File: src/rtl/hex_display_decoder_pkg.sv
// Shared 7-segment definitions for the HexDisplay/SevSeg encoder and the readback decoder.
// Patterns are stored active-low, bit order {g,f,e,d,c,b,a}.
package hex_display_pkg;

  typedef logic [6:0] seg_t;

  localparam int NUM_DIGITS = 4;

  // All segments dark; only legal when leading-zero blanking is enabled.
  localparam seg_t SEG_BLANK = 7'h7F;

  // Index n holds the active-low pattern that displays hex digit n.
  localparam logic [15:0][6:0] SEG_TABLE = {
    7'h0E, 7'h06, 7'h21, 7'h46,   // F E D C
    7'h03, 7'h08, 7'h10, 7'h00,   // B A 9 8
    7'h78, 7'h02, 7'h12, 7'h19,   // 7 6 5 4
    7'h30, 7'h24, 7'h79, 7'h40    // 3 2 1 0
  };

  typedef enum logic [1:0] {
    IDLE,
    DECODE,
    DONE
  } state_t;

  function automatic seg_t seg_encode(input logic [3:0] nib);
    return SEG_TABLE[nib];
  endfunction

endpackage

File: src/rtl/hex_display_decoder_seg_pattern_decode.sv
// Combinational 7-segment pattern to nibble lookup with a legality flag.
// Build option HEX_DISPLAY_DECODER_BLANK_EN: the all-dark pattern decodes as a legal 0.
module seg_pattern_decode
  import hex_display_pkg::*;
#(
  parameter bit SEG_ACTIVE_LOW = 1'b1
) (
  input  seg_t       seg,
  output logic [3:0] nibble,
  output logic       valid
);

`ifdef HEX_DISPLAY_DECODER_BLANK_EN
  localparam bit BLANK_EN = 1'b1;
`else
  localparam bit BLANK_EN = 1'b0;
`endif

  seg_t w_pattern;

  // Normalise to the active-low form the table is written in.
  assign w_pattern = SEG_ACTIVE_LOW ? seg : ~seg;

  always_comb begin
    nibble = 4'h0;
    valid  = 1'b0;
    for (int i = 0; i < 16; i++) begin
      if (w_pattern == SEG_TABLE[i]) begin
        nibble = 4'(i);
        valid  = 1'b1;
      end
    end
    if (BLANK_EN && (w_pattern == SEG_BLANK)) begin
      nibble = 4'h0;
      valid  = 1'b1;
    end
  end

endmodule

File: src/rtl/hex_display_decoder.sv
// Reconstructs a 16-bit value from four 7-segment digit patterns, one digit per clock.
// Build option HEX_DISPLAY_DECODER_BLANK_EN is honoured by the shared pattern decoder.
module hex_display_decoder
  import hex_display_pkg::*;
#(
  parameter bit SEG_ACTIVE_LOW = 1'b1
) (
  input  logic        clk,
  input  logic        reset,
  input  logic        start,
  input  logic [6:0]  DIG0,
  input  logic [6:0]  DIG1,
  input  logic [6:0]  DIG2,
  input  logic [6:0]  DIG3,
  output logic [15:0] binary,
  output logic        busy,
  output logic        done,
  output logic        err,
  output logic [3:0]  err_mask
);

  state_t r_state;
  state_t w_nextState;

  logic [27:0] r_capture;
  logic [1:0]  r_cnt;
  logic [15:0] r_acc;
  logic [3:0]  r_maskAcc;
  logic [15:0] r_binary;
  logic [3:0]  r_errMask;
  logic        r_err;
  logic        r_done;

  logic        w_capture;
  logic        w_decode;
  logic        w_finish;
  logic        w_busy;
  seg_t        w_selSeg;
  logic [3:0]  w_nibble;
  logic        w_valid;

  always_ff @(posedge clk or posedge reset) begin
    if (reset) begin
      r_state <= IDLE;
    end else begin
      r_state <= w_nextState;
    end
  end

  // Start is only honoured from IDLE, so requests during DECODE or DONE are dropped.
  always_comb begin
    w_nextState = r_state;
    w_capture   = 1'b0;
    w_decode    = 1'b0;
    w_finish    = 1'b0;
    w_busy      = 1'b0;
    case (r_state)
      IDLE: begin
        if (start) begin
          w_capture   = 1'b1;
          w_nextState = DECODE;
        end
      end
      DECODE: begin
        w_busy   = 1'b1;
        w_decode = 1'b1;
        if (r_cnt == 2'd0) begin
          w_nextState = DONE;
        end
      end
      DONE: begin
        w_busy      = 1'b1;
        w_finish    = 1'b1;
        w_nextState = IDLE;
      end
      default: begin
        w_nextState = IDLE;
      end
    endcase
  end

  always_comb begin
    w_selSeg = r_capture[6:0];
    case (r_cnt)
      2'd3:    w_selSeg = r_capture[27:21];
      2'd2:    w_selSeg = r_capture[20:14];
      2'd1:    w_selSeg = r_capture[13:7];
      default: w_selSeg = r_capture[6:0];
    endcase
  end

  seg_pattern_decode #(
    .SEG_ACTIVE_LOW (SEG_ACTIVE_LOW)
  ) u_segDecode (
    .seg    (w_selSeg),
    .nibble (w_nibble),
    .valid  (w_valid)
  );

  // Most significant digit is decoded first so each nibble shifts in from the right.
  always_ff @(posedge clk or posedge reset) begin
    if (reset) begin
      r_capture <= '0;
      r_cnt     <= 2'd0;
      r_acc     <= 16'h0000;
      r_maskAcc <= 4'h0;
      r_binary  <= 16'h0000;
      r_errMask <= 4'h0;
      r_err     <= 1'b0;
      r_done    <= 1'b0;
    end else begin
      r_done <= 1'b0;
      if (w_capture) begin
        r_capture <= {DIG3, DIG2, DIG1, DIG0};
        r_acc     <= 16'h0000;
        r_maskAcc <= 4'h0;
        r_cnt     <= 2'd3;
      end
      if (w_decode) begin
        r_acc          <= {r_acc[11:0], (w_valid ? w_nibble : 4'h0)};
        r_maskAcc[r_cnt] <= ~w_valid;
        r_cnt          <= r_cnt - 2'd1;
      end
      if (w_finish) begin
        r_binary  <= r_acc;
        r_errMask <= r_maskAcc;
        r_err     <= |r_maskAcc;
        r_done    <= 1'b1;
      end
    end
  end

  assign binary   = r_binary;
  assign busy     = w_busy;
  assign done     = r_done;
  assign err      = r_err;
  assign err_mask = r_errMask;

endmodule

File: config.mk
export PLATFORM = sky130hd
export DESIGN_NAME = hex_display_decoder
export DESIGN_NICKNAME = d
export VERILOG_FILES = /design/src/rtl/hex_display_decoder_pkg.sv /design/src/rtl/hex_display_decoder_seg_pattern_decode.sv /design/src/rtl/hex_display_decoder.sv
export SDC_FILE = /design/constraint.sdc
export NUM_CORES = 1
export LEC_CHECK = 0
export ABC_AREA = 1
export BUFFER_PORTS_ARGS = -buffer_cell sky130_fd_sc_hd__buf_2
export CAP_MARGIN = 30
export CORE_MARGIN = 4
export CORE_UTILIZATION = 50
export DETAILED_ROUTE_END_ITERATION = 8
export PLACE_DENSITY = 0.76
export SYNTH_ARGS = -nofsm -noshare
export SYNTH_HDL_FRONTEND = slang
export SYNTH_SLANG_ARGS = --single-unit
File: constraint.sdc
create_clock -name clk -period 2.4 [get_ports clk]
set_input_delay 0.12 -clock clk [delete_from_list [all_inputs] [get_ports clk]]
set_output_delay 0.12 -clock clk [all_outputs]
set_load 0.01 [all_outputs]
==> results.json <==
{
  "status": "finished, final reports clean",
  "leakagePower_uw": 0.00239,
  "crit_family": "simple AND/OR/NAND/NOR gates",
  "dr.pass1.iters": 5,
  "r2r-end": "r_maskAcc[3]",
  "switching_share_pct": 41.8,
  "synth.distinct_cells": 24,
  "slowest_stage": "dfrtp_1",
  "port-buffer-count": 53,
  "first_iter_violations": 145,
  "setup_viol": 0,
  "vias_per_cell": 4.95,
  "crit_buf_inv": 2,
  "insertion_delay_ps": 350,
  "num_io_pins": 54,
  "cap_violations": 0,
  "clkTransAtPathRegs_ps": 80,
  "max_clock_freq_mhz": 458,
  "cp_data_arrival_time_ps": 2420,
  "cp-start-kind": "register",
  "fin_crit_ps": 2180,
  "synth_nets": 472,
  "cts-buffers-inserted": 9,
  "detail-route-antenna-nets": 0,
  "crit_type": "reg -> reg",
  "rsz0062_at_grt": "false",
  "postCtsSetupBuffers": 0,
  "powerDensity_nw_per_um2": 1370,
  "tritoncts": "built",
  "relSlewSlack_pct": 45.1,
  "path_depth": 13,
  "tightest_slew_ps": 822,
  "gr-total-overflow": 0,
  "vias": 2962,
  "yosysSeqAreaShare_pct": 53.6,
  "syn2layout_area_growth_pct": 26.1,
  "cts_root_buf": "clkbuf_8",
  "path_cells": "inv_1 > ha_1 > inv_4 > nand2_1 > o21ai_2 > nand2_2 > nor2_4 > nand3_1 > and3_4 > nand2_2 > nor2_4 > nand2_1 > nand2_1",
  "die_h_um": 91.2,
  "setup_tns_ps": 0,
  "r2r-start": "r_cnt[0]",
  "hold_viol": 0,
  "n_antenna_cell": 0,
  "worstPathMaxFanout": 12,
  "critPathLaunch": "r_cnt[0]",
  "critPathCapture": "r_maskAcc[3]",
  "coreArea_um2": 6760,
  "finalCritPeriodShare_pct": 90.9,
  "rows": 30,
  "dp.cells": 554,
  "final_cells": 598,
  "routed_wl_mm": 7.72,
  "synth_warnings": 0,
  "start_util_pct": 51.2,
  "rr_worst_depth": 13,
  "drive_gt1_share_pct": 18.9,
  "power.switching_uw": 2500,
  "min_path_cells": 4,
  "pwr-share-seq_pct": 34.2,
  "fp.dieW_um": 91.2,
  "grt_usage_pct": 19.9,
  "nets": 554,
  "grt_max_degree": 48,
  "gp_congestion": 1.01,
  "path_common_cell": "nand2_1",
  "power_uw": 5990,
  "clock-sinks": 74,
  "endpoint_kind": "register",
  "grt_first_pass_wirelength_mm": 13.2,
  "avgSynthCellArea_um2": 8.00,
  "drcViolationCount": 0,
  "antenna_found_initial": 0,
  "crit_path_max_incr_delay_ps": 420,
  "crit_required_ps": 2640,
  "drv_slew": 0,
  "hp-class": "in -> reg",
  "dp_hpwl_mm": 5.15,
  "first_global_vias": 2908,
  "clock_power_share_pct": 20.0,
  "netlist_instances": 432,
  "p_int_uw": 3490,
  "comb_power_share_pct": 45.8,
  "syn_area_um2": 3460,
  "cts_buffer_depth": 2,
  "wl_per_cell_um": 12.9,
  "ys_ff_latch": 74,
  "htree_levels": 3,
  "ff2ff_setup_slack_ps": 220,
  "die-area_um2": 8310,
  "clock_skew_ps": 10.9,
  "peakVddDrop_mv": 0.569
}
==> cell usage in the layout, fill, tap and decap left out, drive strengths merged <==
cell and instances:
nand2 200, dfrtp 74, buf 59, nor2 38
inv 37, dlygate4sd3 29, o21ai 25, clkbuf 11
o22ai 9, ha 9, nand3 5, nor3 5
nand4 5, a21oi 3, bufinv 3, o21bai 3
and3 1, a22oi 1, clkinv 1
==> tightest hold or removal path, stage by stage <==
cell     delay (ps)
buf_2           100
o22ai_1         110
nor2_1          110
a21oi_1          40
==> state kept, by name, summed over array words and instances, names as in the netlist <==
register,count
binary,16
done,1
err,1
err_mask,4
r_acc,16
r_capture,28
r_cnt,2
r_maskAcc,4
r_state,2
==> what timing repair did <==
action                                  in CTS  in global routing
endpoints found under the setup margin       0                  5
gates resized for setup                      0                  4
hold endpoints to repair                    55                  0
hold buffers                                29                  0
==> metrics by stage <==
stage          util, %  worst slack [ps]  hold WS [ps]  cell area (um^2)
5_1_grt           64.5              13.7           175              4360
3_5_place_dp      56.3               210           229              3800
6_report          64.5               218           166              4360
2_1_floorplan        -               398           230              3460
3_3_place_gp      56.3               332           222              3800
4_1_cts           64.3               195           148              4350
==> per-layer routing <==
layer  track usage, %  routed length (um)  part of all wire (%)
met1             24.9                3450                    45
met5                0                   0                     0
met4             7.91                 116                   1.5
met3             5.88                 386                   5.0
met2             32.4                3770                    49
==> kinds of logic (layout without fill, tap and decap cells) <==
family	Yosys count	count (layout)	synth area share, %
flops	74	74	53.6
fa+ha+maj	9	9	3.26
buf+inv	54	140	6.19
compound gates	41	41	6.99
simple gates	254	254	30.0
==> how the worst min path moves through the flow <==
stage	slack, ps	startpoint	end
3_5_place_dp	230	reset	r_capture[24]
3_3_place_gp	220	reset	r_capture[4]
5_1_grt	180	start	r_state[1]
2_1_floorplan	230	DIG0[0]	r_capture[0]
6_report	170	start	r_state[1]
4_1_cts	150	start	r_state[1]
==> synth_stat cells <==
master,number,area share [%]
a21oi_1,3,0.43
a22oi_1,1,0.22
and3_4,1,0.33
buf_2,3,0.43
buf_6,1,0.33
clkbuf_1,13,1.4
dfrtp_1,74,54
ha_1,9,3.3
inv_1,35,3.8
inv_2,2,0.22
nand2_1,195,21
nand2_2,5,0.90
nand3_1,5,0.72
nand4_1,4,0.72
nand4_2,1,0.36
nor2_1,31,3.4
nor2_2,4,0.72
nor2_4,3,0.98
nor3_1,5,0.72
o21ai_0,22,3.2
o21ai_2,3,0.76
o21bai_1,2,0.43
o21bai_2,1,0.33
o22ai_1,9,1.6
==> cell type report <==
type | instances | area [um^2]
well taps | 80 | 100
flip-flops and latches | 74 | 1850
clock inverters | 4 | 98.8
repair buffers | 88 | 613
fillers | 584 | 2400
multi-input cells | 304 | 1400
clock buffers | 11 | 151
inverters | 37 | 141
==> power by group through the flow <==
stage          Combinational [uW]  Clock (uW)  Sequential (uW)
5_1_grt                      3130        1280             2110
3_5_place_dp                 2670           0             2070
6_report                     2740        1200             2050
4_1_cts                      2730        1210             2050
3_3_place_gp                 2590           0             2040
2_1_floorplan                1950           0             2090
Note: power is estimated with default switching activity, not from simulation.
